<file path="src/rtl/adc_rx_pkg.sv">
// Shared constants and state encoding for the serial ADC receiver.
package adc_rx_pkg;

    localparam int DEF_DIV   = 4;
    localparam int DEF_GAP   = 0;
    localparam int DEF_WIDTH = 8;

    typedef enum logic {
        S_FRAME = 1'b0,
        S_GAP   = 1'b1
    } state_t;

    // Counter width for a count range of n values; never narrower than one bit.
    function automatic int cnt_width(input int n);
        return (n > 1) ? $clog2(n) : 1;
    endfunction

endpackage

</file>
<file path="src/rtl/adc_clk_div.sv">
// Serial clock divider: clk_div toggles every DIV clk_in cycles; rise_stb/fall_stb
// are high in the clk_in cycle whose edge makes clk_div rise/fall.
module adc_clk_div
    import adc_rx_pkg::*;
#(
    parameter int DIV = DEF_DIV
) (
    input  logic clk_in,
    input  logic reset,
    output logic clk_div,
    output logic rise_stb,
    output logic fall_stb
);

    localparam int              CW       = cnt_width(DIV);
    localparam logic [CW-1:0]   CNT_LAST = CW'(DIV - 1);

    logic [CW-1:0] div_cnt;
    logic          wrap;

    assign wrap     = (div_cnt == CNT_LAST);
    assign rise_stb = wrap & ~clk_div;
    assign fall_stb = wrap &  clk_div;

    always_ff @(posedge clk_in or posedge reset) begin
        if (reset) begin
            div_cnt <= '0;
            clk_div <= 1'b0;
        end else if (wrap) begin
            div_cnt <= '0;
            clk_div <= ~clk_div;
        end else begin
            div_cnt <= div_cnt + 1'b1;
        end
    end

endmodule

</file>
<file path="src/rtl/adc_rx.sv">
// Serial ADC receiver: frames cs_n, samples Din on clk_div rises, publishes words on Dout.
// Define ADC_MSB_FIRST_EN to assemble MSB first; default assembly is LSB first.
module adc_rx
    import adc_rx_pkg::*;
#(
    parameter int DIV   = DEF_DIV,
    parameter int GAP   = DEF_GAP,
    parameter int WIDTH = DEF_WIDTH
) (
    input  logic             clk_in,
    input  logic             reset,
    input  logic             Din,
    output logic             clk_div,
    output logic [WIDTH-1:0] Dout,
    output logic             cs_n,
    output logic             data_valid
);

    localparam int            BW       = cnt_width(WIDTH);
    localparam logic [BW-1:0] BIT_LAST = BW'(WIDTH - 1);
    localparam int            GW       = cnt_width(GAP);
    localparam logic [GW-1:0] GAP_LAST = GW'((GAP > 0) ? GAP - 1 : 0);

    state_t           state;
    logic [BW-1:0]    bit_cnt;
    logic [GW-1:0]    gap_cnt;
    logic [WIDTH-1:0] shift;
    logic [WIDTH-1:0] word_next;
    logic [BW-1:0]    bit_pos;
    logic             rise_stb;
    logic             fall_stb;
    logic             unused_fall;

    adc_clk_div #(.DIV(DIV)) u_div (
        .clk_in   (clk_in),
        .reset    (reset),
        .clk_div  (clk_div),
        .rise_stb (rise_stb),
        .fall_stb (fall_stb)
    );

    // Capture is rise-only; the fall strobe has no consumer here.
    assign unused_fall = fall_stb;

`ifdef ADC_MSB_FIRST_EN
    assign bit_pos = BIT_LAST - bit_cnt;
`else
    assign bit_pos = bit_cnt;
`endif

    // Shift register with the current Din merged in; on the last bit this is the full word.
    always_comb begin
        word_next          = shift;
        word_next[bit_pos] = Din;
    end

    always_ff @(posedge clk_in or posedge reset) begin
        if (reset) begin
            state      <= S_FRAME;
            cs_n       <= 1'b1;
            bit_cnt    <= '0;
            gap_cnt    <= '0;
            shift      <= '0;
            Dout       <= '0;
            data_valid <= 1'b0;
        end else begin
            data_valid <= 1'b0;
            case (state)
                S_FRAME: begin
                    if (cs_n) begin
                        cs_n <= 1'b0;
                    end else if (rise_stb) begin
                        shift <= word_next;
                        if (bit_cnt == BIT_LAST) begin
                            Dout       <= word_next;
                            data_valid <= 1'b1;
                            bit_cnt    <= '0;
                            if (GAP > 0) begin
                                cs_n    <= 1'b1;
                                gap_cnt <= '0;
                                state   <= S_GAP;
                            end
                        end else begin
                            bit_cnt <= bit_cnt + 1'b1;
                        end
                    end
                end
                S_GAP: begin
                    // cs_n drops on the GAP-th rise so the next rise samples bit 0.
                    if (rise_stb) begin
                        if (gap_cnt == GAP_LAST) begin
                            cs_n    <= 1'b0;
                            gap_cnt <= '0;
                            state   <= S_FRAME;
                        end else begin
                            gap_cnt <= gap_cnt + 1'b1;
                        end
                    end
                end
            endcase
        end
    end

endmodule

</file>
<file path="config.mk">
export PLATFORM = sky130hd
export DESIGN_NAME = adc_rx
export DESIGN_NICKNAME = d
export VERILOG_FILES = /design/src/rtl/adc_rx_pkg.sv /design/src/rtl/adc_clk_div.sv /design/src/rtl/adc_rx.sv
export SDC_FILE = /design/constraint.sdc
export NUM_CORES = 1
export LEC_CHECK = 0
export BUFFER_PORTS_ARGS = -buffer_cell sky130_fd_sc_hd__buf_2
export CELL_PAD_IN_SITES_DETAIL_PLACEMENT = 0
export CELL_PAD_IN_SITES_GLOBAL_PLACEMENT = 1
export CORE_MARGIN = 4
export CORE_UTILIZATION = 48
export DETAILED_ROUTE_END_ITERATION = 8
export PLACE_DENSITY = 0.84
export SLEW_MARGIN = 25
export SYNTH_ARGS = -nofsm -noshare
export SYNTH_HDL_FRONTEND = slang
export SYNTH_SLANG_ARGS = --single-unit
</file>
<file path="constraint.sdc">
create_clock -name clk_in -period 2.1 [get_ports clk_in]
set_input_delay 0.105 -clock clk_in [delete_from_list [all_inputs] [get_ports clk_in]]
set_output_delay 0.105 -clock clk_in [all_outputs]
set_load 0.01 [all_outputs]
</file>
==> summary.md <==
| Metric | Value |
|---|---|
| Status | `completed` |
| Placed Cells | `136` |
| CP Capture Type | `register` |
| Internal power | `572.0 uW` |
| RSZ-0062 raised after global routing | `no` |
| Core Box Area | `2297 um2` |
| Hold Path Cell Cnt | `3` |
| I/O pin cnt | `14` |
| DPL Wire Length | `1379 um` |
| CTS tree | `built` |
| Commonest cells in the netlist | `24 x dfrtp_1, 12 x a21oi_1, 12 x a21oi_2, 9 x nor2_1, 8 x mux2i_1` |
| Final Hold Viols | `0` |
| Routed wl met2 | `932 um` |
| Final slew viol count | `0` |
| Synth Instances | `99` |
| Number of flops mapped to enable cells by yosys | `0` |
| Diodes inserted | `0` |
| CP max FO | `14` |
| CTS Buf Count | `3` |
| Synthesized cell area | `1197 um2` |
| Die Ht | `57.95 um` |
| Share of layout cells above drive strength 1 | `34.51%` |
| Fin crit period | `1.661 ns` |
| # port buffers | `13` |
| # rows | `17` |
| Post-Layout Cell Count | `141` |
| H-tree depth | `1` |
| Worst R2R Path Depth | `4` |
| Gr ovfl total | `0` |
| Max cap viols | `0` |
| Most instantiated library cell after synthesis | `dfrtp_1` |
| Clock Sinks | `25` |
| Switching power | `157.1 uW` |
| Slew HR | `74.70%` |
| Seq/Total Area, Yosys | `52.35%` |
| Skew-Pair Late Insertion Delay | `0.31 ns` |
| Post-route ant nets | `0` |
| Gr usage total | `12.68%` |
| PostCTS Resize Cnt | `0` |
| Yosys reg bits | `25` |
| VDD IR-drop max | `402.0 uV` |
| Root Buffer | `clkbuf_4` |
| Ranking of synthesized cells by area | `dfrtp_1 50%, a21oi_2 8.8%, mux2i_1 6.7%` |
| Synth Flop Type | `dfrtp_1` |
| Worst Hold Class | `input pin to register` |
| Post-synth top area cell | `dfrtp_1` |
| Vias in the first global route | `713` |
| Share of the synthesized area in the top cell type | `50.16%` |
| Skew final | `0.005250 ns` |
| Slowest CP cell | `dfrtp_1` |
| DRC Markers | `0` |
| Final TNS setup | `0 ns` |
| Final setup fails | `0` |
| Power Density | `568.5 nW/um2` |
| YS warnings | `0` |
| First-pass GRT wire length | `3284 um` |
| Initial antenna violation count | `0` |
| Wire per inst | `13.70 um` |
| Syn_nets | `105` |
| Iter 0 DRT Violations | `8` |
| Routed wire length | `1932 um` |
| Reg power frac | `67.3%` |
| Vias per inst | `5.092` |
| Fin crit share | `79.10%` |
| Crit path launch type | `register` |
| Worst Path Required | `2.30 ns` |
| WL met1 | `923 um` |
| Arrival @ worst endpoint | `1.86 ns` |
| Net Sw Frac | `21.54%` |
| Layout Nets | `120` |
| Clock power frac | `28.3%` |
| Tightest Pin Transition | `0.3795 ns` |
| Async S/R FF share, synth | `100.0%` |
| Largest net degree at the start of global routing | `26` |
| Max clock buf depth | `2` |
| CP Cell Sequence | `ha_1 -> nor4b_4 -> buf_4 -> mux2_2` |
| Pleak | `0.5369 nW` |
| Fmax achieved | `602.0 MHz` |
| Max Used Layer | `met4` |
| Clock transition at path regs | `0.13 ns` |
| Util after Layout | `55.83%` |
| Die Area | `3358 um2` |
| Syn Area/Cell | `12.09 um2` |
| Initial Util | `52.12%` |
| Synth cell types | `25` |
| Layout area overhead | `7.106%` |
| Setup Fix Bufs, Post-CTS | `0` |
| Final GP Congestion | `0.7453` |
| Logic gate share of total power | `4.4%` |
| Detailed Routing Iterations Pass 1 | `4` |
| Via Count | `718` |
| Met3 wire length | `59 um` |
| CP peak stage delay | `0.38 ns` |
| DIE WIDTH | `57.95 um` |
| Type of the worst setup path | `register to register` |
[per-stage QoR]
| stage | power (mW) | hold WS [ns] | cell area (um2) | setup WS, ns |
|---|---|---|---|---|
| floorplan | 0.5222 | 0.1316 | 1197 | 0.7141 |
| global placement | 0.5302 | 0.1630 | 1246 | 0.4645 |
| detailed placement | 0.5315 | 0.1702 | 1246 | 0.4540 |
| CTS | 0.7401 | 0.2579 | 1282 | 0.4188 |
| global route | 0.7630 | 0.2879 | 1282 | 0.3389 |
| finish | 0.7291 | 0.2618 | 1282 | 0.4388 |
[critical path: cells and delay by family (launching register included)]
family | cells | cell delay (ns)
buffers and inverters | 1 | 0.28
and+or+nand+nor | 1 | 0.30
adders and majority gates | 1 | 0.25
DFF | 1 | 0.38
muxes | 1 | 0.35
[timing repair]
item                                    4_1_cts  5_1_grt
endpoints found under the setup margin        0        0
hold buffers                                  1        0
hold endpoints to repair                     24        0
[state kept, by name, indices dropped and copies added, names as in the netlist]
register / flops
bit_cnt: 3
data_valid: 1
shift: 8
Dout: 8
state: 1
u_div.div_cnt: 2
cs_n: 1
u_div.clk_div: 1
[power by group through the flow]
stage | Clock, mW | Sequential, mW | Combinational, mW
final | 0.206 | 0.491 | 0.0322
after detailed placement | 0 | 0.500 | 0.0318
after global routing | 0.234 | 0.492 | 0.0369
after floorplan | 0 | 0.499 | 0.0233
after CTS | 0.216 | 0.491 | 0.0330
after global placement | 0 | 0.499 | 0.0308
[routing by layer]
layer | vias up | global-route usage, %
li1 | 368 | -
met1 | 336 | 16.74
met2 | 12 | 20.65
met3 | 2 | 2.227
met4 | 0 | 4.967
met5 | - | 0
[path summary, 6_finish.rpt]
| kind | start | endpoint | slack (ns) |
|---|---|---|---|
| setup / recovery | u_div.div_cnt[0]$_DFF_PP0_ | bit_cnt[2]$_DFFE_PP0P_ | 0.44 |
| hold reg to reg | u_div.div_cnt[0]$_DFF_PP0_ | u_div.div_cnt[0]$_DFF_PP0_ | 0.45 |
| setup reg to reg | u_div.div_cnt[0]$_DFF_PP0_ | bit_cnt[2]$_DFFE_PP0P_ | 0.44 |
| hold / removal | Din | shift[3]$_DFFE_PP0P_ | 0.26 |
| max in group asynchronous | reset | cs_n$_DFFE_PP1N_ | 1.43 |
| min in group asynchronous | reset | shift[0]$_DFFE_PP0P_ | 0.39 |
[cell type report]
cell class | count | area [um2]
well taps | 28 | 35.03
inverters | 2 | 7.507
fillers | 212 | 1015
flip-flops and latches | 25 | 626.9
clock buffers | 4 | 26.28
multi-input cells | 63 | 474.2
repair buffers | 19 | 112.6
[cell usage in the layout (no fill, tap or decap), drive strengths merged, types with 2 or more instances in the layout]
| cell | Yosys | final |
|---|---|---|
| dfrtp | 24 | 24 |
| a21oi | 24 | 24 |
| buf | 8 | 18 |
| nor2 | 10 | 10 |
| mux2i | 8 | 8 |
| nand3b | 4 | 4 |
| clkbuf | 1 | 4 |
| nor3b | 3 | 3 |
| ha | 3 | 3 |
| and2 | 2 | 2 |
| inv | 2 | 2 |
| mux2 | 2 | 2 |
[logic make-up (layout without fill, tap and decap cells)]
kind of cell | after synthesis | after routing | share of synthesized area [%]
AO/OA/AOI/OAI | 25 | 25 | 14.52
XOR/XNOR | 1 | 1 | 0.7316
adder cells (fa/ha/maj) | 3 | 3 | 3.135
buffers and inverters | 11 | 25 | 8.046
flip-flops | 25 | 25 | 52.35
multiplexers | 10 | 10 | 8.569
AND/OR/NAND/NOR | 24 | 24 | 12.64
(Power assumes the default switching activity.)
